**config.mk**
```make
export PLATFORM = sky130hd
export DESIGN_NAME = debounce_scheduler_flat
export DESIGN_NICKNAME = d
export VERILOG_FILES = /design/src/rtl/debounce_scheduler_if.sv /design/src/rtl/debounce_scheduler.sv /design/src/flat_wrapper.sv
export SDC_FILE = /design/constraint.sdc
export NUM_CORES = 1
export LEC_CHECK = 0
export CORE_UTILIZATION = 61
export DETAILED_ROUTE_END_ITERATION = 16
export GPL_TIMING_DRIVEN = 0
export HOLD_SLACK_MARGIN = 0.12
export PLACE_DENSITY_LB_ADDON = 0.2
export SKIP_CTS_REPAIR_TIMING = 1
export SLEW_MARGIN = 20
export SYNTH_ARGS = -nofsm -noshare
export SYNTH_HDL_FRONTEND = slang
export SYNTH_SLANG_ARGS = --single-unit
```
**constraint.sdc**
```tcl
create_clock -name clk -period 3.4 [get_ports clk]
set_clock_uncertainty 0.05 [all_clocks]
set_input_delay 0.68 -clock clk [delete_from_list [all_inputs] [get_ports clk]]
set_output_delay 0.68 -clock clk [all_outputs]
set_load 0.1 [all_outputs]
```
**src/rtl/debounce_scheduler_if.sv**
```systemverilog
// Button bus between the raw push-button pins and the debounced outputs
// used by the game logic. The design side takes the slave modport.
interface debounce_scheduler_if #(
    parameter int unsigned N_BTN = 4
);
    logic [N_BTN-1:0] btn_raw;
    logic [N_BTN-1:0] btn_state;
    logic [N_BTN-1:0] btn_press;
    logic [N_BTN-1:0] btn_release;
    logic             scan_busy;

    modport master (
        output btn_raw,
        input  btn_state,
        input  btn_press,
        input  btn_release,
        input  scan_busy
    );

    modport slave (
        input  btn_raw,
        output btn_state,
        output btn_press,
        output btn_release,
        output scan_busy
    );
endinterface

```
**src/rtl/debounce_scheduler.sv**
```systemverilog
// debounce_scheduler: debounces N_BTN buttons with one shared evaluation engine.
// A prescaler tick starts a scan that visits one button per clock and updates that
// button's stability counter. Optional macro AUTO_REPEAT_EN adds held-button
// auto-repeat press pulses.
module debounce_scheduler #(
    parameter int unsigned N_BTN         = 4,
    parameter int unsigned TICK_DIV      = 50000,
    parameter int unsigned STABLE_CNT    = 4,
    parameter int unsigned REPEAT_DELAY  = 32,
    parameter int unsigned REPEAT_PERIOD = 8
) (
    input logic                 clk,
    input logic                 rst_n,
    debounce_scheduler_if.slave bus
);

    localparam int unsigned      IdxW     = (N_BTN > 1) ? $clog2(N_BTN) : 1;
    localparam int unsigned      PreW     = $clog2(TICK_DIV);
    localparam logic [IdxW-1:0]  LastIdx  = IdxW'(N_BTN - 1);
    localparam logic [PreW-1:0]  PreMax   = PreW'(TICK_DIV - 1);
    // cnt+1 == STABLE_CNT is tested as cnt == STABLE_CNT-1 to keep it 4 bits wide
    localparam logic [3:0]       StableM1 = 4'(STABLE_CNT - 1);

    // Elaboration-time parameter sanity checks
    if (N_BTN < 1 || N_BTN > 16) begin : g_bad_n_btn
        $error("debounce_scheduler: N_BTN must be 1..16");
    end
    if (TICK_DIV < N_BTN + 2) begin : g_bad_tick_div
        $error("debounce_scheduler: TICK_DIV must be >= N_BTN+2");
    end
    if (STABLE_CNT < 1 || STABLE_CNT > 15) begin : g_bad_stable
        $error("debounce_scheduler: STABLE_CNT must be 1..15");
    end
    if (REPEAT_PERIOD < 1 || REPEAT_PERIOD > REPEAT_DELAY) begin : g_bad_repeat
        $error("debounce_scheduler: REPEAT_PERIOD must be 1..REPEAT_DELAY");
    end

    typedef enum logic [0:0] {StIdle, StScan} state_e;

    logic [N_BTN-1:0] r_sync1;
    logic [N_BTN-1:0] r_sync2;
    logic [PreW-1:0]  r_presc;
    state_e           r_fsm;
    logic [IdxW-1:0]  r_idx;
    logic [N_BTN-1:0] r_snap;
    logic [N_BTN-1:0] r_state;
    logic [N_BTN-1:0] r_press;
    logic [N_BTN-1:0] r_release;
    logic [3:0]       r_cnt [N_BTN];

    logic             w_tick;
    logic             w_cur_snap;
    logic             w_cur_state;
    logic [3:0]       w_cur_cnt;
    logic             w_accept;

`ifdef AUTO_REPEAT_EN
    localparam int unsigned     RepW      = $clog2(REPEAT_DELAY + 1);
    // rep+1 == REPEAT_DELAY means the hold counter is reaching the delay now
    localparam logic [RepW-1:0] RepLast   = RepW'(REPEAT_DELAY - 1);
    localparam logic [RepW-1:0] RepReload = RepW'(REPEAT_DELAY - REPEAT_PERIOD);

    logic [RepW-1:0] r_rep [N_BTN];
`endif

    // Two-flop synchronizer on the asynchronous button inputs
    always_ff @(posedge clk or negedge rst_n) begin
        if (!rst_n) begin
            r_sync1 <= '0;
            r_sync2 <= '0;
        end else begin
            r_sync1 <= bus.btn_raw;
            r_sync2 <= r_sync1;
        end
    end

    // Free-running sample prescaler; keeps counting while a scan is in progress
    always_ff @(posedge clk or negedge rst_n) begin
        if (!rst_n) begin
            r_presc <= '0;
        end else if (r_presc == PreMax) begin
            r_presc <= '0;
        end else begin
            r_presc <= r_presc + 1'b1;
        end
    end

    // Tick strobe and the view of the button currently being evaluated
    always_comb begin
        w_tick      = (r_presc == PreMax);
        w_cur_snap  = r_snap[r_idx];
        w_cur_state = r_state[r_idx];
        w_cur_cnt   = r_cnt[r_idx];
        w_accept    = (w_cur_snap != w_cur_state) && (w_cur_cnt == StableM1);
    end

    // Scan FSM with the per-button evaluation and registered outputs
    always_ff @(posedge clk or negedge rst_n) begin
        if (!rst_n) begin
            r_fsm     <= StIdle;
            r_idx     <= '0;
            r_snap    <= '0;
            r_state   <= '0;
            r_press   <= '0;
            r_release <= '0;
            for (int i = 0; i < N_BTN; i++) begin
                r_cnt[i] <= '0;
`ifdef AUTO_REPEAT_EN
                r_rep[i] <= '0;
`endif
            end
        end else begin
            r_press   <= '0;
            r_release <= '0;
            case (r_fsm)
                StIdle: begin
                    if (w_tick) begin
                        // One coherent snapshot serves the whole scan
                        r_snap <= r_sync2;
                        r_idx  <= '0;
                        r_fsm  <= StScan;
                    end
                end
                StScan: begin
                    // Ticks seen here are dropped; only reachable with a bad TICK_DIV
                    if (w_cur_snap == w_cur_state) begin
                        r_cnt[r_idx] <= '0;
                    end else if (w_accept) begin
                        r_state[r_idx]   <= w_cur_snap;
                        r_cnt[r_idx]     <= '0;
                        r_press[r_idx]   <= w_cur_snap;
                        r_release[r_idx] <= ~w_cur_snap;
                    end else begin
                        r_cnt[r_idx] <= w_cur_cnt + 4'd1;
                    end
`ifdef AUTO_REPEAT_EN
                    // Hold counter restarts on either accepted edge, runs while held
                    if (w_accept) begin
                        r_rep[r_idx] <= '0;
                    end else if (w_cur_state) begin
                        if (r_rep[r_idx] == RepLast) begin
                            r_rep[r_idx]   <= RepReload;
                            r_press[r_idx] <= 1'b1;
                        end else begin
                            r_rep[r_idx] <= r_rep[r_idx] + 1'b1;
                        end
                    end
`endif
                    if (r_idx == LastIdx) begin
                        r_fsm <= StIdle;
                    end else begin
                        r_idx <= r_idx + 1'b1;
                    end
                end
                default: r_fsm <= StIdle;
            endcase
        end
    end

    assign bus.btn_state   = r_state;
    assign bus.btn_press   = r_press;
    assign bus.btn_release = r_release;
    assign bus.scan_busy   = (r_fsm == StScan);

endmodule

```
**src/flat_wrapper.sv**
```systemverilog
// flat-port wrapper written by rule: the top's interface ports become plain ports
module debounce_scheduler_flat 
#(
    parameter int unsigned N_BTN         = 4,
    parameter int unsigned TICK_DIV      = 50000,
    parameter int unsigned STABLE_CNT    = 4,
    parameter int unsigned REPEAT_DELAY  = 32,
    parameter int unsigned REPEAT_PERIOD = 8
)
  (clk, rst_n, bus_btn_raw, bus_btn_state, bus_btn_press, bus_btn_release, bus_scan_busy);
  debounce_scheduler_if #(.N_BTN(N_BTN)) bus_i ();
  input logic clk;
  input logic rst_n;
  input wire logic [$bits(bus_i.btn_raw)-1:0] bus_btn_raw;
  output wire logic [$bits(bus_i.btn_state)-1:0] bus_btn_state;
  output wire logic [$bits(bus_i.btn_press)-1:0] bus_btn_press;
  output wire logic [$bits(bus_i.btn_release)-1:0] bus_btn_release;
  output wire logic [$bits(bus_i.scan_busy)-1:0] bus_scan_busy;
  assign bus_i.btn_raw = bus_btn_raw;
  assign bus_btn_state = bus_i.btn_state;
  assign bus_btn_press = bus_i.btn_press;
  assign bus_btn_release = bus_i.btn_release;
  assign bus_scan_busy = bus_i.scan_busy;
  debounce_scheduler #(.N_BTN(N_BTN), .TICK_DIV(TICK_DIV), .STABLE_CNT(STABLE_CNT), .REPEAT_DELAY(REPEAT_DELAY), .REPEAT_PERIOD(REPEAT_PERIOD)) u_core (.clk(clk), .rst_n(rst_n), .bus(bus_i));
endmodule
```
Yosys cells after proc, flatten, opt, wreduce, memory -nomap -nowiden

Index checks and enable logic that the tools add are counted.

Latch bits: 0
Flip-flop bits (word level): 59
ROM bits: 0
Bits in writable memories: 0
Logic and storage cells: 69
Memories kept: 0
Input port bits: 6
Output and inout port bits: 13

Equality and inequality tests: 7
$mul: 0
Divide/modulo/power cells: 0
Shift-type cells: 0
Bitwise logic cells: 8
Reduce and logical (&&, ||, !) cells: 6
Order comparisons: 4
Multiplexer cells: 28
Add/subtract/negate cells: 3

Operator list:

| cell                  | count |
|---|---|
| $mux 16               | 3 |
| $mux 4                | 9 |
| $add 16x1->16 const B | 1 |
| $and 16x16->16        | 1 |
| $bwmux 16             | 1 |
| $eq 16x16->1 const B  | 1 |
| $not 16->16           | 1 |
| $and 4x4->4           | 2 |
| $bmux 4 s2            | 1 |
| $demux 4 s2           | 1 |
| $mux 1                | 5 |
| $add 4x1->4 const B   | 1 |
| $bmux 1 s2            | 2 |
| $bwmux 4              | 1 |
| $eq 4x2->1 const B    | 1 |
| $mux 2                | 2 |
| $pmux 2 s2            | 1 |
| $reduce_and 2->1      | 2 |
| $ge 3x3->1 const B    | 1 |
| $logic_and 1x1->1     | 3 |
| $lt 2x3->1 const B    | 1 |
| $lt 3x1->1 const B    | 1 |
| $not 1->1             | 3 |
| $not 2->3             | 1 |
| 10 further kinds      | 10 |

Longest topological paths before layout

Gate-level depths: netlist of run 1.

Depth in word-level cells: 9
Gate-level depth with buffers: 7
Mapped depth without buffers: 5

Worst setup path after synthesis of run 1

OpenSTA, ideal clock, no wires.

Kind: reg2reg
Start: register u_core.r_idx[0]
End: register u_core.r_state[0] (netlist: u_core.bus.btn_state[0])
Clock period less this slack: 2.261 ns
Path slack: 1.139 ns
Arrival time: 2.088 ns
Library setup time: 0.123 ns
Stages on the path, launching flop included: 8
Cell sequence: dfrtp_1 -> buf_6 -> mux4_1 -> ha_1 -> nor3b_4 -> and4b_1 -> buf_4 -> a22o_1

Word-level cells in the longest chain between the ends: 7
Elaborated cells on any way between the ends: 20
Classes of those cells: order compare: 2; eq/ne: 3; mux: 10; bitwise: 2; reduce/logical: 3

RTL lines:

| element                                   | RTL line                  | text |
|---|---|---|
| from (decl)                               | debounce_scheduler.sv:44  | `logic [IdxW-1:0] r_idx;` |
| from (signal assigned)                    | debounce_scheduler.sv:152 | `r_idx <= r_idx + 1'b1;` |
| $not 2->3 (not written as such)           | debounce_scheduler.sv:93  | `w_cur_cnt = r_cnt[r_idx];` |
| $bmux 4 s2                                | debounce_scheduler.sv:93  |  |
| $mux 4 (not written as such) (2 in a row) | debounce_scheduler.sv:93  |  |
| $eq 4x2->1                                | debounce_scheduler.sv:94  | `w_accept = (w_cur_snap != w_cur_state) && (w_cur_cnt == StableM1);` |
| $logic_and 1x1->1                         | debounce_scheduler.sv:94  |  |
| $reduce_and 3->1 (no source line)         | -                         |  |
| to (signal, indexed assignment)           | debounce_scheduler.sv:129 | `r_state[r_idx] <= w_cur_snap;` |
| to (decl)                                 | debounce_scheduler.sv:46  | `logic [N_BTN-1:0] r_state;` |

Parallel ways exist; a longest one is shown, timed or not. The select of a mux whose other input is x is not followed.
A chain may end at the register's enable or synchronous reset.

Worst setup path after layout of run 1

Start: register u_core.r_fsm (netlist: u_core.bus.scan_busy)
End: output bus_scan_busy

RTL lines:

| element                | RTL line                  | text |
|---|---|---|
| from (decl)            | debounce_scheduler.sv:43  | `state_e r_fsm;` |
| from (signal assigned) | debounce_scheduler.sv:100 | `r_fsm <= StIdle;` |
| from (signal assigned) | debounce_scheduler.sv:121 | `r_fsm <= StScan;` |
| from (signal assigned) | debounce_scheduler.sv:150 | `r_fsm <= StIdle;` |
| to (decl)              | flat_wrapper.sv:18        | `output wire logic [$bits(bus_i.scan_busy)-1:0] bus_scan_busy;` |

No word-level cell between the ends.

==> results.rst, run 1 <==
.. list-table::
   :header-rows: 1

   * - Metric
     - Value
   * - Period Utilization, post-route
     - 80.4%
   * - Clock insertion delay at the later pin of the skew report
     - 0.33 ns
   * - Worst EP arrival
     - 2.00 ns
   * - Clock transition at the register clock pins on the worst setup and hold paths after CTS
     - 0.06 ns
   * - Depth of the worst register-to-register path
     - 7
   * - Number of remaining DRC errors
     - 0
   * - Total Routed Length
     - 4530 um
   * - Setup slack after layout
     - 0.667 ns
   * - Clock sink count
     - 59
   * - Quantity of I/O buffers inserted on ports
     - 18
   * - Number of antenna violations at the first check in global routing
     - 0
   * - Largest net degree at the start of global routing
     - 60
   * - Count of standard-cell rows
     - 23
   * - Final count of negative-setup-slack endpoints
     - 0
   * - Number of enable-type register cells in the synthesized netlist
     - 0
   * - RSZ-0062 raised after global routing
     - no
   * - Longest individual stage delay on the worst path
     - 1.19 ns
   * - Sum of buffers and inverters on the critical path
     - 1
   * - Number of diodes added for antenna fixing
     - 0
   * - Slowest stage cell on the critical path
     - clkdlybuf4s50_1
   * - Number of synthesized register bits
     - 59
   * - Number of cells after detailed placement
     - 267
   * - I/O Pins
     - 19
   * - Clock root cell
     - clkbuf_8
   * - Wire length of the first global-routing pass
     - 7670 um
   * - Critical path endpoint category
     - output port
   * - Number of nets in the synthesized netlist
     - 211
   * - Die ar.
     - 4400 um^2
   * - Biggest fanout along the worst timing path
     - 8
   * - Pleak
     - 1.37 nW
   * - Worst endpoint required time
     - 2.67 ns
   * - Drt first pass iters
     - 4
   * - Yosys warns
     - 0
   * - Synth Cell Area
     - 2530 um^2
   * - Worst max-slew margin expressed relative to the limit
     - 35.1%
   * - Placed wire-length estimate after detailed placement
     - 3160 um
   * - Syn-to-layout area delta
     - 17.2%
   * - Average vias per placed instance
     - 5.78
   * - Count of distinct cell types in the synthesized netlist
     - 36
   * - Number of buffers added by the clock tree synthesis step
     - 9
   * - Die Width
     - 66.4 um
   * - Slew at the pin closest to its max-slew limit
     - 0.970 ns
   * - Vias
     - 1,636
   * - Top flip-flop cell by instance count after synthesis
     - dfrtp_1
   * - Hold Vio Cnt, Final
     - 0
   * - Dominant cell type by area after synthesis
     - dfrtp_1
   * - Total number of cells along the worst setup path
     - 1
   * - CTS tree
     - built
   * - Post-Place Setup Slack
     - 0.982 ns
   * - Maximum VDD drop
     - 0.324 mV
   * - Worst hold path class
     - flop to flop
   * - Max Clock Freq
     - 366 MHz
   * - H-Tree Level Count
     - 3
   * - Pwr Density
     - 455 nW/um^2
   * - Net total in the final layout
     - 240
   * - Number of DRC markers after the initial detailed-route iteration
     - 157
   * - Post-synthesis cell count
     - 199
   * - Antenna Nets Post-Route
     - 0
   * - Setup TNS Final
     - 0 ns
   * - Dominant delay contributor by cell family on the critical path
     - buffers and inverters
   * - Floorplan core area
     - 4000 um^2
   * - Count of cells along the worst hold path
     - 0
   * - Asr flop ratio synth
     - 100%
   * - Share of cells above drive strength 1
     - 15.9%
   * - Synthesized area divided by synthesized cell count
     - 12.7 um^2
   * - Category of the critical setup timing path
     - flop to output port
   * - Final routed wire length divided by cell count
     - 16.0 um
   * - Number of standard cells in the final layout excluding fillers
     - 283
   * - Via count of the first global-routing pass
     - 1,696
   * - Fraction of synthesized cell area taken by the top area cell type
     - 58.4%
   * - Ordered list of cells on the worst path
     - clkdlybuf4s50_1
   * - Maximum clock path buffer count
     - 2
   * - Run status
     - complete, no violations
   * - GRT Overall Usage
     - 24.6%
   * - Final critical delay including setup and external delays
     - 2.73 ns
   * - # Max-Cap Violations
     - 0
   * - Grt ovf
     - 0
   * - Die boundary height
     - 66.4 um
   * - Part of the Yosys area used for sequential elements
     - 58.4%
   * - Ranking of synthesized cells by area
     - dfrtp_1, mux2_2, mux4_2
   * - Final-report max-slew violation count
     - 0
   * - Startpoint kind of the worst setup timing path
     - flop
   * - Initial Util
     - 63.2%
   * - Final weighted congestion in routability-driven placement
     - 0.805
path summary, 6_finish.rpt:
kind | to | slack (ns) | startpoint
max in group asynchronous | u_core.r_presc[2] | 2.50 | rst_n
min | u_core.r_sync2[3] | 0.31 | u_core.r_sync1[3]
min in group asynchronous | u_core.bus.btn_release[0] | 0.35 | rst_n
max | bus_scan_busy | 0.67 | u_core.bus.scan_busy
max reg2reg | u_core.bus.btn_state[1] | 0.97 | u_core.r_idx[0]
min reg2reg | u_core.r_sync2[3] | 0.31 | u_core.r_sync1[3]
synth_stat cells, types with 2 or more instances:
cell,instances
a21oi_1,4
a22o_1,3
and2_1,4
and3_1,3
and4_1,2
clkbuf_1,3
dfrtp_1,59
ha_1,6
inv_1,8
mux2_2,12
mux4_1,2
mux4_2,4
nand2_1,19
nand3_1,10
nand4_1,4
nor2_1,9
nor2b_1,4
nor3b_2,2
nor4bb_1,2
o21ai_0,6
o21ai_1,4
or3_1,2
or4_1,2
xnor2_1,6
xor2_1,8
layer usage:
metal / vias to the layer above / part of all wire [%] / global-route usage (%)
met5: - / 0 / 0
met4: 0 / 1.6 / 13.3
met3: 6 / 5.0 / 6.21
met2: 47 / 53 / 41.7
met1: 824 / 40 / 28.3
li1: 759 / - / -
cell usage in the layout (no fill, tap or decap), types with 4 or more instances in the layout:
cell             instances
inv_1                    8
nand3_1                 10
nand2_1                 19
nor2_1                   9
clkdlybuf4s50_1         17
and2_1                   4
a21oi_1                  4
xor2_1                   8
mux4_2                   4
o21ai_1                  4
clkbuf_8                10
nor2b_1                  4
ha_1                     6
nand4_1                  4
clkbuf_1                 4
o21ai_0                  6
dfrtp_1                 59
mux2_2                  12
xnor2_1                  6
power breakdown:
group	internal [mW]	switching [mW]	total (mW)
registers	0.707	0.00139	0.708
logic	0.00471	0.0127	0.0174
clock network	0.354	0.266	0.621
total	1.07	0.280	1.35
kinds of logic after synthesis:
family | synth area share, %
fa+ha+maj | 2.97
buf+inv | 2.38
simple gates | 15.6
flops | 58.4
mux | 11.0
xor+xnor | 4.85
compound gates | 4.75
sequential cells by signal, summed over array words and instances (netlist names):
name,flops
u_core.r_cnt,16
u_core.bus.btn_state,4
u_core.r_snap,4
u_core.bus.btn_release,4
u_core.r_sync1,4
u_core.r_presc,16
u_core.bus.scan_busy,1
u_core.r_sync2,4
u_core.r_idx,2
u_core.bus.btn_press,4
layout make-up:
class | instances | area (um^2)
fillers | 260 | 1040
clock inverters | 5 | 52.6
repair buffers | 18 | 178
well taps | 50 | 62.6
clock buffers | 11 | 141
multi-input cells | 127 | 991
flip-flops and latches | 59 | 1480
plain buffers | 5 | 30.0
inverters | 8 | 30.0
stage by stage:
stage	util, %	power (mW)	hold WS, ns	cell area, um^2
after floorplan	-	0.721	0.281	2530
after global placement	69.3	0.739	0.282	2770
after detailed placement	69.2	0.740	0.286	2770
after CTS	74.0	1.36	0.310	2960
after global routing	74.0	1.39	0.320	2960
final	74.0	1.35	0.308	2960
Note: power is estimated with default switching activity, not from simulation.
==> inputs of run 2 (changes only) <==
--- a/config.mk
+++ b/config.mk
@@ -5,7 +5,7 @@
 export SDC_FILE = /design/constraint.sdc
 export NUM_CORES = 1
 export LEC_CHECK = 0
-export CORE_UTILIZATION = 61
+export CORE_UTILIZATION = 52
 export DETAILED_ROUTE_END_ITERATION = 16
 export GPL_TIMING_DRIVEN = 0
 export HOLD_SLACK_MARGIN = 0.12
==> constraint.sdc (replaced) <==
create_clock -name clk -period 2.5 [get_ports clk]
set_clock_uncertainty 0.05 [all_clocks]
set_input_delay 0.5 -clock clk [delete_from_list [all_inputs] [get_ports clk]]
set_output_delay 0.5 -clock clk [all_outputs]
set_load 0.1 [all_outputs]
==> run 2 against run 1 <==
Net effect:
- via count decreased by 0.79%
- sequential power up 36%
- wire length down 0.11%
- setup slack got worse by 0.59 ns
- global-route usage fell by 4.2 points
- sequential share of layout area grew 0.21 points
- die area up 17%
- non-clock buffer count shrank 1
- critical path type unchanged
- largest power group unchanged
==> results.rst, run 2 (synthesis results as in run 1) <==
.. list-table::
   :header-rows: 1

   * - Metric
     - Value
   * - Run status
     - complete, no violations (unchanged)
   * - Depth of the worst register-to-register path
     - 7 (unchanged)
   * - Placed wire-length estimate after detailed placement
     - 3160 um (about the same)
   * - Commonest cells after routing, fill and taps aside
     - dfrtp_1, nand2_1, clkdlybuf4s50_1, mux2_2, clkbuf_8 (was dfrtp_1, nand2_1, clkdlybuf4s50_1, mux2_2)
   * - Initial Util
     - 56.1% (was 63.2%)
   * - Wire length of the first global-routing pass
     - 7840 um (was 7670 um)
   * - Total number of cells along the worst setup path
     - 1 (unchanged)
   * - Pleak
     - 1.38 nW (was 1.37 nW)
   * - Period Utilization, post-route
     - 97.0%
   * - GRT Overall Usage
     - 20.4% (was 24.6%)
   * - Drt first pass iters
     - 4 (unchanged)
   * - Die Width
     - 71.7 um (was 66.4 um)
   * - Number of diodes added for antenna fixing
     - 0 (unchanged)
   * - Final weighted congestion in routability-driven placement
     - 0.812 (was 0.805)
   * - H-Tree Level Count
     - 3 (unchanged)
   * - Total Routed Length
     - 4530 um (about the same)
   * - Dominant delay contributor by cell family on the critical path
     - buffers and inverters (unchanged)
   * - Utilization of the core after routing
     - 65.5% (was 74.0%)
   * - Grt ovf
     - 0 (unchanged)
   * - Sum of buffers and inverters on the critical path
     - 1 (unchanged)
   * - Category of the critical setup timing path
     - flop to output port (unchanged)
   * - Slowest stage cell on the critical path
     - clkdlybuf4s50_1 (unchanged)
   * - Worst max-slew margin expressed relative to the limit
     - 34.4% (was 35.1%)
   * - Vias
     - 1,623 (was 1,636)
   * - Critical path endpoint category
     - output port (unchanged)
   * - Registers with the most flip-flops
     - u_core.r_cnt (16), u_core.r_presc (16) (unchanged)
   * - Finished Cell Area
     - 2950 um^2 (was 2960 um^2)
   * - Net total in the final layout
     - 239 (was 240)
   * - Worst endpoint required time
     - 1.95 ns (was 2.67 ns)
   * - Clock root cell
     - clkbuf_8 (unchanged)
   * - Clock sink count
     - 59 (unchanged)
   * - Longest individual stage delay on the worst path
     - 1.15 ns (was 1.19 ns)
   * - I/O Pins
     - 19 (unchanged)
   * - # fillers
     - 343 (was 260)
   * - Setup slack after layout
     - 0.0745 ns (was 0.667 ns)
   * - Biggest fanout along the worst timing path
     - 3 (was 8)
   * - Final routed wire length divided by cell count
     - 15.9 um (was 16.0 um)
   * - Post-Place Setup Slack
     - 0.0924 ns (was 0.982 ns)
   * - Startpoint kind of the worst setup timing path
     - flop (unchanged)
   * - Via count of the first global-routing pass
     - 1,617 (was 1,696)
   * - Max Clock Freq
     - 412 MHz
   * - Final-report max-slew violation count
     - 0 (unchanged)
   * - Number of buffers added by the clock tree synthesis step
     - 9 (unchanged)
   * - Number of remaining DRC errors
     - 0 (unchanged)
   * - Number of antenna violations at the first check in global routing
     - 0 (unchanged)
   * - Average vias per placed instance
     - 5.71 (was 5.78)
   * - RSZ-0062 raised after global routing
     - no (unchanged)
   * - Most common library cell in the layout ignoring fill and taps
     - dfrtp_1 (unchanged)
   * - Hold Vio Cnt, Final
     - 0 (unchanged)
   * - Largest net degree at the start of global routing
     - 60 (unchanged)
   * - Pwr Density
     - 598 nW/um^2 (was 455 nW/um^2)
   * - Maximum VDD drop
     - 0.452 mV (was 0.324 mV)
   * - Floorplan core area
     - 4500 um^2 (was 4000 um^2)
   * - Count of standard-cell rows
     - 24 (was 23)
   * - Die ar.
     - 5140 um^2 (was 4400 um^2)
   * - Final critical delay including setup and external delays
     - 2.43 ns
   * - Slew at the pin closest to its max-slew limit
     - 0.981 ns (was 0.970 ns)
   * - Antenna Nets Post-Route
     - 0 (unchanged)
   * - Number of DRC markers after the initial detailed-route iteration
     - 127 (was 157)
   * - Ordered list of cells on the worst path
     - clkdlybuf4s50_1 (unchanged)
   * - Number of cells after detailed placement
     - 269 (was 267)
   * - Die boundary height
     - 71.7 um (was 66.4 um)
   * - Syn-to-layout area delta
     - 16.7% (was 17.2%)
   * - Maximum clock path buffer count
     - 2 (unchanged)
   * - Quantity of I/O buffers inserted on ports
     - 18 (unchanged)
   * - Clock transition at the register clock pins on the worst setup and hold paths after CTS
     - 0.07 ns (was 0.06 ns)
   * - Final count of negative-setup-slack endpoints
     - 0 (unchanged)
   * - # Max-Cap Violations
     - 0 (unchanged)
   * - Worst EP arrival
     - 1.88 ns (was 2.00 ns)
   * - CTS tree
     - built (unchanged)
   * - Placed cell area
     - 2770 um^2 (about the same)
   * - Clock insertion delay at the later pin of the skew report
     - 0.34 ns (was 0.33 ns)
   * - Number of standard cells in the final layout excluding fillers
     - 284 (was 283)
   * - Share of cells above drive strength 1
     - 15.9% (about the same)
   * - Worst hold path class
     - primary input to async pin (was flop to flop)
[run 2: final timing paths]
check / startpoint / endpoint / slack, ns
max: u_core.bus.btn_state[2] / bus_btn_state[2] / 0.07
min: rst_n / u_core.bus.btn_state[0] / 0.17
max reg2reg: u_core.r_idx[0] / u_core.bus.btn_state[2] / 0.08
min reg2reg: u_core.r_sync1[1] / u_core.r_sync2[1] / 0.30
max in group asynchronous: rst_n / u_core.r_presc[3] / 1.76
min in group clk: u_core.r_sync1[1] / u_core.r_sync2[1] / 0.30
[run 2: area by class of cell]
class                      count  area, um^2  share of cell area [%]
buffer                         4        26.3                   0.891
clock buffer                  12         155                    5.26
clock inverter                 4        25.0                   0.849
inverter                       8        30.0                    1.02
multi-input combinational    127         991                    33.6
sequential                    59        1480                    50.1
tap                           52        65.1                    2.21
timing repair buffer          18         180                    6.11
[run 2: metrics by stage]
step                hold WS (ns)  TNS, ns  power (mW)
floorplan                  0.154        0       0.980
global placement           0.286   -41.78        1.01
detailed placement         0.286        0        1.01
CTS                        0.188  -0.0629        1.78
global route               0.229        0        1.83
finish                     0.171        0        1.76
[run 2: report_power, final]
group	internal (mW)	total (mW)	switching [mW]	leakage (nW)
Sequential	0.961	0.963	0.00172	0.792
Clock	0.410	0.776	0.366	0.0884
Combinational	0.00638	0.0240	0.0176	0.501
Total	1.38	1.76	0.385	1.38
[run 2: routing by layer]
layer | part of all wire, % | vias to the layer above | track usage [%]
met3 | 4.7 | 11 | 6.89
met2 | 50 | 42 | 31.0
met1 | 43 | 814 | 26.3
met4 | 2.3 | 0 | 9.80
met5 | 0 | - | 0
li1 | - | 756 | -
==> inputs of run 3 (changes only) <==
--- a/config.mk
+++ b/config.mk
@@ -10,6 +10,7 @@
 export GPL_TIMING_DRIVEN = 0
 export HOLD_SLACK_MARGIN = 0.12
 export PLACE_DENSITY_LB_ADDON = 0.2
+export SETUP_SLACK_MARGIN = 0.15
 export SKIP_CTS_REPAIR_TIMING = 1
 export SLEW_MARGIN = 20
 export SYNTH_ARGS = -nofsm -noshare
==> run 3 against run 2 <==
Net effect:
- critical endpoint is now u_core.bus.btn_state[2]
- sequential power is essentially flat
- non-clock buffer count increased by 3
- combinational power is essentially flat
- critical path type is now flop to flop
- register-to-register slack improved by 0.14 ns
- highest routed layer unchanged
- maximum frequency grew 6.4%
- global-route usage unchanged
- flip-flop and latch count is the same
- utilization is 1.4 points higher
==> results.rst, run 3 (synthesis results as in run 1) <==
.. list-table::
   :header-rows: 1

   * - Metric
     - Value
   * - Die ar.
     - 5140 um^2 (unchanged)
   * - Final weighted congestion in routability-driven placement
     - 0.812 (unchanged)
   * - Routing usage on met1
     - 26.3% (unchanged)
   * - Startpoint kind of the worst setup timing path
     - flop (unchanged)
   * - Die Width
     - 71.7 um (unchanged)
   * - Antenna Nets Post-Route
     - 0 (unchanged)
   * - Maximum VDD drop
     - 0.450 mV (was 0.452 mV)
   * - Biggest fanout along the worst timing path
     - 8 (was 3)
   * - Quantity of I/O buffers inserted on ports
     - 18 (unchanged)
   * - # Max-Cap Violations
     - 0 (unchanged)
   * - Average vias per placed instance
     - 5.74 (was 5.71)
   * - I/O Pins
     - 19 (unchanged)
   * - Finished Cell Area
     - 3010 um^2 (was 2950 um^2)
   * - Floorplan core area
     - 4500 um^2 (unchanged)
   * - Wire length of the first global-routing pass
     - 7840 um (unchanged)
   * - Critical path endpoint category
     - flop (was output port)
   * - Met2 Usage GRT
     - 31.0% (unchanged)
   * - Number of antenna violations at the first check in global routing
     - 0 (unchanged)
   * - Pleak
     - 1.61 nW (was 1.38 nW)
   * - # fillers
     - 335 (was 343)
   * - Via count of the first global-routing pass
     - 1,617 (unchanged)
   * - Number of buffers added by the clock tree synthesis step
     - 9 (unchanged)
   * - Vias
     - 1,647 (was 1,623)
   * - Registers with the most flip-flops
     - u_core.r_cnt (16), u_core.r_presc (16) (unchanged)
   * - GRT Overall Usage
     - 20.4% (unchanged)
   * - Placed wire-length estimate after detailed placement
     - 3160 um (unchanged)
   * - Number of remaining DRC errors
     - 0 (unchanged)
   * - Post-Place Setup Slack
     - 0.0924 ns (unchanged)
   * - Pwr Density
     - 584 nW/um^2 (was 598 nW/um^2)
   * - Run status
     - complete, no violations (unchanged)
   * - Die boundary height
     - 71.7 um (unchanged)
   * - Count of standard-cell rows
     - 24 (unchanged)
   * - Number of standard cells in the final layout excluding fillers
     - 287 (was 284)
   * - Worst endpoint required time
     - 2.67 ns (was 1.95 ns)
   * - WHS
     - 0.167 ns (was 0.171 ns)
   * - Slew at the pin closest to its max-slew limit
     - 0.993 ns (was 0.981 ns)
   * - RSZ-0062 raised after global routing
     - no (unchanged)
   * - Largest net degree at the start of global routing
     - 60 (unchanged)
   * - Clock insertion delay at the later pin of the skew report
     - 0.33 ns (was 0.34 ns)
   * - Number of cells after detailed placement
     - 269 (unchanged)
   * - Period Utilization, post-route
     - 91.2% (was 97.0%)
   * - Total Routed Length
     - 4760 um (was 4530 um)
   * - Grt ovf
     - 0 (unchanged)
   * - Final count of negative-setup-slack endpoints
     - 0 (unchanged)
   * - Met3 layer usage reported by global route
     - 6.89% (unchanged)
   * - Clock sink count
     - 59 (unchanged)
   * - Category of the critical setup timing path
     - flop to flop (was flop to output port)
   * - Setup slack after layout
     - 0.221 ns (was 0.0745 ns)
   * - Number of diodes added for antenna fixing
     - 0 (unchanged)
   * - Clock root cell
     - clkbuf_8 (unchanged)
   * - Maximum clock path buffer count
     - 2 (unchanged)
   * - H-Tree Level Count
     - 3 (unchanged)
   * - Max Clock Freq
     - 439 MHz (was 412 MHz)
   * - Worst max-slew margin expressed relative to the limit
     - 33.7% (was 34.4%)
   * - Final routed wire length divided by cell count
     - 16.6 um (was 15.9 um)
   * - Net total in the final layout
     - 242 (was 239)
   * - Initial Util
     - 56.1% (unchanged)
   * - Number of DRC markers after the initial detailed-route iteration
     - 117 (was 127)
   * - Syn-to-layout area delta
     - 19.3% (was 16.7%)
   * - Final-report max-slew violation count
     - 0 (unchanged)
   * - Placed cell area
     - 2770 um^2 (unchanged)
   * - Commonest cells after routing, fill and taps aside
     - dfrtp_1, nand2_1, dlymetal6s2s_1, mux2_2, clkbuf_8 (was dfrtp_1, nand2_1, clkdlybuf4s50_1, mux2_2, clkbuf_8)
   * - Worst hold path class
     - primary input to async pin (unchanged)
   * - Clock transition at the register clock pins on the worst setup and hold paths after CTS
     - 0.07 ns (about the same)
   * - Share of cells above drive strength 1
     - 18.3% (was 15.9%)
   * - Most congested layer reported by global routing
     - met2 (unchanged)
   * - Final critical delay including setup and external delays
     - 2.28 ns (was 2.43 ns)
   * - Drt first pass iters
     - 4 (unchanged)
   * - CTS tree
     - built (unchanged)
   * - Worst EP arrival
     - 2.45 ns (was 1.88 ns)
   * - Hold Vio Cnt, Final
     - 0 (unchanged)
   * - Most common library cell in the layout ignoring fill and taps
     - dfrtp_1 (unchanged)
==> run 3: changes by cell type in the layout (fill, tap and decap cells not counted) <==
cell / change
clkdlybuf4s50_1: -12
buf_6: -1
clkbuf_16: +1
mux4_1: -2
dfrtp_2: +1
dfrtp_1: -1
mux4_2: +2
buf_8: +1
buf_4: +1
dlymetal6s2s_1: +12
clkbuf_2: +1
==> run 3: area by class of cell <==
class | instances | area (um^2) | area share [%]
buffer | 5 | 35.0 | 1.16
clock buffer | 12 | 155 | 5.15
clock inverter | 4 | 25.0 | 0.830
inverter | 8 | 30.0 | 0.996
multi-input combinational | 127 | 983 | 32.6
sequential | 59 | 1480 | 49.0
tap | 52 | 65.1 | 2.16
timing repair buffer | 20 | 243 | 8.05
==> run 3: through the flow <==
stage / TNS (ns) / utilization, % / power [mW]
after global routing: 0 / 66.9 / 1.82
after detailed placement: 0 / 61.5 / 1.01
after global placement: -41.78 / 61.6 / 1.01
after CTS: -0.0629 / 65.5 / 1.78
after floorplan: 0 / - / 0.980
final: 0 / 66.9 / 1.76
==> run 3: path summary, 6_finish.rpt <==
check / startpoint / end / slack [ns] / cells after the start
hold reg to reg: u_core.r_sync1[1] / u_core.r_sync2[1] / 0.30 / 0
min in group clk: u_core.r_sync1[1] / u_core.r_sync2[1] / 0.30 / 0
hold / removal: rst_n / u_core.r_cnt[9] / 0.17 / 1
max in group asynchronous: rst_n / u_core.r_idx[0] / 1.73 / 1
setup / recovery: u_core.r_idx[0] / u_core.bus.btn_state[2] / 0.22 / 7
setup reg to reg: u_core.r_idx[0] / u_core.bus.btn_state[2] / 0.22 / 7
==> run 3: layer usage <==
layer / part of all wire [%] / vias up
met5: 0 / -
met4: 2.6 / 0
met3: 4.6 / 11
met2: 50 / 44
met1: 43 / 829
li1: - / 763
==> run 3: where the power goes <==
group          switching, mW  total, mW  internal [mW]
registers            0.00167      0.963          0.961
clock network          0.363      0.773          0.410
logic                 0.0176     0.0240        0.00637
==> run 3: critical path, stage by stage (launching register included) <==
cell and delay (ns):
dfrtp_2 0.43, buf_8 0.15, mux4_2 0.52, ha_1 0.25, nor3b_4 0.19, and4b_1 0.20
buf_4 0.16, a22o_1 0.23
==> edit 1: new RTL, flow settings as in run 1 <==
`TICK_DIV` is set to 50000 in 2 places; all go to 12500.
--- a/src/rtl/debounce_scheduler.sv
+++ b/src/rtl/debounce_scheduler.sv
@@ -6,3 +6,3 @@
     parameter int unsigned N_BTN         = 4,
-    parameter int unsigned TICK_DIV      = 50000,
+    parameter int unsigned TICK_DIV      = 12500,
     parameter int unsigned STABLE_CNT    = 4,
--- a/src/flat_wrapper.sv
+++ b/src/flat_wrapper.sv
@@ -4,3 +4,3 @@
     parameter int unsigned N_BTN         = 4,
-    parameter int unsigned TICK_DIV      = 50000,
+    parameter int unsigned TICK_DIV      = 12500,
     parameter int unsigned STABLE_CNT    = 4,
Behaviour: no difference found for any inputs over 10 cycles, from zero or initial values and one cycle with rst_n low; that may be too few to reach the edited logic, so the function may still have changed.
==> edit 1 against run 1 <==
  * Setup slack got worse by 0.021 ns
  * First-iteration DRC count decreased by 24%
  * Final area decreased by 3.9%
  * Final cell count decreased by 7.8%
  * Total power decreased by 7.4%
  * Sequential cell count decreased by 2
  * Wire length decreased by 4.0%
  * Area after synthesis decreased by 3.7%
  * Largest power group unchanged
==> edit 1: results <==
[synthesis]
ys_seq_area_frac = 0.5858
synthTopCellsByArea = dfrtp_1 59%, mux2_2 9.2%, mux4_2 4.6%, xnor2_1 3.6%, ha_1 3.1%
synth_cell_types = 35
avgSynthCellArea_um2 = 13.60
syn_nets = 191

[global_route]
grt_pass1_wl_um = 7527
grt_max_degree = 58
grt_usage = 0.2475
grt_pass1_vias = 1613

[critical_path]
crit_arrival_ns = 2.02
r2r-end = u_core.bus.btn_state[2]$_DFFE_PN0P_
reg2reg_slack_ns = 0.95
r2r-start = u_core.r_idx[1]$_DFFE_PN0P_
cp_max_fo = 9
critical_path.startpoint = u_core.bus.scan_busy$_DFF_PN0_

[outcome]
run_status = completed

[placed_design]
port_buffers = 18
dpl.cell_count = 245
hpwlAfterDp_um = 3022
post-place-ws_ns = 0.9683
place_congestion = 0.8373

[cts]
clockBufferDepth = 2

[route]
routed_via_density = 5.812
drt_pre_antenna_iters = 4
drt-initial-drc-count = 120
vias = 1517

[final_layout]
drive_above_1_share = 0.2113
largestRegisters = u_core.r_cnt x16, u_core.r_presc x14
nets = 220
nFillCells = 243

[power]
vdd_drop_max_mv = 0.3330

[timing]
worst_pin_slew_ns = 0.9730
edit 1: changes by cell type in the layout (fill, tap and decap cells not counted), moves of 3 or more:
cell     delta
inv_1       -5
o21ai_0     -5
nor3_1      +3
mux2_2      +8
and2_1      +5
o21ai_1     -4
xnor2_1     +4
xor2_1      -5
a21oi_1     -3
nand2_1     -9
edit 1: worst min path at each step:
stage | end | slack (ns) | cells after the start | from
after floorplan | u_core.r_sync2[0]$_DFF_PN0_ | 0.28 | 0 | u_core.r_sync1[0]$_DFF_PN0_
after global placement | u_core.r_sync2[0]$_DFF_PN0_ | 0.28 | 0 | u_core.r_sync1[0]$_DFF_PN0_
after detailed placement | u_core.r_sync2[1]$_DFF_PN0_ | 0.29 | 0 | u_core.r_sync1[1]$_DFF_PN0_
after CTS | u_core.r_sync2[1]$_DFF_PN0_ | 0.30 | 0 | u_core.r_sync1[1]$_DFF_PN0_
after global routing | u_core.r_sync2[1]$_DFF_PN0_ | 0.30 | 0 | u_core.r_sync1[1]$_DFF_PN0_
final | u_core.r_sync2[1]$_DFF_PN0_ | 0.30 | 0 | u_core.r_sync1[1]$_DFF_PN0_
edit 1: routing by layer:
| layer | up-vias | track usage | part of all wire |
|---|---|---|---|
| met2 | 44 | 0.3982 | 0.53 |
| li1 | 700 | - | - |
| met3 | 10 | 0.05382 | 0.039 |
| met5 | - | 0 | 0 |
| met1 | 763 | 0.3136 | 0.41 |
| met4 | 0 | 0.1332 | 0.022 |
edit 1: per-stage QoR:
stage                       util  cell area, µm²
final                     0.7604            2846
after detailed placement  0.7139            2673
after floorplan                -            2435
after global placement    0.7146            2675
after global routing      0.7604            2846
after CTS                 0.7604            2846
edit 1: cell families after synthesis:
logic type / synth area share
AOI/OAI and AO/OA: 0.03597
xor gates and xnor gates: 0.04676
adders and majority gates: 0.03083
buffers and inverters: 0.01387
DFF: 0.5858
muxes: 0.1495
and+or+nand+nor: 0.1372
edit 1: cell type report:
cell class,instances,area (µm²),area share
sequential,57,1426,0.5011
multi-input combinational,116,974.7,0.3424
timing repair buffer,18,177.7,0.06242
clock buffer,13,158.9,0.05582
tap,48,60.06,0.02110
buffer,3,22.52,0.007912
clock inverter,3,15.01,0.005275
inverter,3,11.26,0.003956
edit 1: where the power goes:
group	total, mW	switching, mW	internal [mW]
registers	0.685	0.00129	0.683
logic	0.0172	0.0124	0.00472
clock network	0.545	0.244	0.301
total	1.25	0.258	0.989
edit 1: worst reg2reg max path, stage by stage, from the launching register on:
cell      delay [ns]
dfrtp_1         0.38
clkbuf_1        0.38
mux4_2          0.43
ha_1            0.26
and4bb_2        0.28
and3b_1         0.19
buf_4           0.15
a22o_1          0.23
==> edit 2: new RTL, config.mk and constraints of run 1 <==
Without the edit above. Reset style: synchronous (`rst_n`), changed in 3 clocked blocks. Comments in the files are not updated.
--- a/src/rtl/debounce_scheduler.sv
+++ b/src/rtl/debounce_scheduler.sv
@@ -66,3 +66,3 @@
     // Two-flop synchronizer on the asynchronous button inputs
-    always_ff @(posedge clk or negedge rst_n) begin
+    always_ff @(posedge clk) begin
         if (!rst_n) begin
@@ -77,3 +77,3 @@
     // Free-running sample prescaler; keeps counting while a scan is in progress
-    always_ff @(posedge clk or negedge rst_n) begin
+    always_ff @(posedge clk) begin
         if (!rst_n) begin
@@ -97,3 +97,3 @@
     // Scan FSM with the per-button evaluation and registered outputs
-    always_ff @(posedge clk or negedge rst_n) begin
+    always_ff @(posedge clk) begin
         if (!rst_n) begin
Behaviour: same outputs for any inputs over 10 cycles, from zero or initial values and one cycle with rst_n low; that may be too few to reach the edited logic, so the function may still have changed.
==> edit 2 against run 1 <==
  * Area after synthesis up 1.9%
  * Wire length up 8.4%
  * Final area up 3.0%
  * Core utilization up 1.7 points
  * Setup slack better by 0.12 ns
  * Fmax up 4.6%
  * Count of clock-buffer cells in the layout unchanged
  * Die area up 1.8%
  * Critical path depth unchanged
  * Sequential cell count up 2
  * Highest routed layer unchanged
Power is not compared: it rests on default switching activity, and its combinational part moved more than twofold at a synthesized area within 25%.
==> edit 2: results <==
[synthesis]
syn_nets = 256
synth_common_cells = 45 x dfxtp_1, 33 x nor2_1, 17 x nand2_1
async_flop_share = 0
synth-xor-area-share = 0.04762
synthTopCellsByArea = dfxtp_1 35%, edfxtp_1 19%, nor2_1 4.8%, mux4_2 3.5%, ha_1 2.9%
synth_edf_count = 16
ys_seq_area_frac = 0.5364
synthAdderAreaFrac = 0.02915
synth_compound_area_frac = 0.08260
synthMuxAreaShare = 0.05539
synth_cell_types = 38

[critical_path]
cp_max_fo = 4
slowest_delay_ns = 1.15
crit_arrival_ns = 1.88

[placed_design]
place_area_um2 = 2818
hpwlAfterDp_um = 3337
post-place-ws_ns = 0.8981

[route]
routed_wl_um = 4912
routed_via_density = 5.777
drt-initial-drc-count = 176

[final_layout]
drive_above_1_share = 0.1151
nFillCells = 297

[global_route]
grt_max_degree = 12
grt_pass1_wl_um = 8390
grt_pass1_vias = 1829

[outcome]
run_status = completed

[timing]
relSlewSlack = 0.3511
[edit 2: cell types whose count changed in the layout (fill, tap and decap cells not counted), sizes merged, moves of 4 or more]
cell and change:
dfrtp -59, dfxtp +45, nor2 +24, edfxtp +16
nor3 +13, mux2 -12, a21oi +6, and2 +6
a211oi +4, a31oi +4, nor2b -4
[edit 2: power breakdown]
group	internal [mW]	switching [mW]	total, mW
logic	0.0152	0.0215	0.0367
registers	0.757	0.00568	0.763
clock network	0.457	0.284	0.741
[edit 2: per-layer routing]
metal,vias to the layer above,share of wire,track usage
met3,8,0.050,0.06849
met4,0,0.020,0.1543
met5,-,0,0
met1,898,0.45,0.3128
met2,59,0.48,0.4293
li1,930,-,-
[edit 2: final cells by class]
| cell class | count | area [µm²] | share of cell area |
|---|---|---|---|
| multi-input cells | 166 | 1120 | 0.3670 |
| repair buffers | 18 | 180.2 | 0.05904 |
| well taps | 50 | 62.56 | 0.02050 |
| clock buffers | 11 | 152.6 | 0.05002 |
| inverters | 9 | 33.78 | 0.01107 |
| clock inverters | 5 | 81.33 | 0.02665 |
| flip-flops and latches | 61 | 1381 | 0.4526 |
| plain buffers | 8 | 40.04 | 0.01312 |
[edit 2: worst paths after layout]
| check | from | end | slack, ns | depth (start not counted) |
|---|---|---|---|---|
| worst max-delay path | u_core.bus.btn_state[0]$_SDFFE_PN0P_ | bus_btn_state[0] | 0.79 | 1 |
| worst min-delay path | u_core.r_sync1[0]$_SDFF_PN0_ | u_core.r_sync2[0]$_SDFF_PN0_ | 0.39 | 1 |
| worst max register to register | register | u_core.r_cnt[1][1]$_SDFFCE_PN0P_ | 1.01 | 7 |
| worst min register to register | u_core.r_sync1[0]$_SDFF_PN0_ | u_core.r_sync2[0]$_SDFF_PN0_ | 0.39 | 1 |
[edit 2: logic make-up after synthesis]
| logic type | after synthesis |
|---|---|
| adder cells (fa/ha/maj) | 6 |
| XOR/XNOR | 14 |
| AO/OA/AOI/OAI | 32 |
| multiplexers | 6 |
| buffers and inverters | 17 |
| AND/OR/NAND/NOR | 108 |
| flip-flops | 61 |
[edit 2: stage by stage]
step                      power (mW)  cells  hold WS [ns]
after global routing           1.592    328        0.4097
after CTS                      1.548    328        0.3877
final                          1.541    328        0.3856
after floorplan               0.8007    244        0.3619
after detailed placement      0.8158    312        0.3693
after global placement        0.8137    312        0.3647
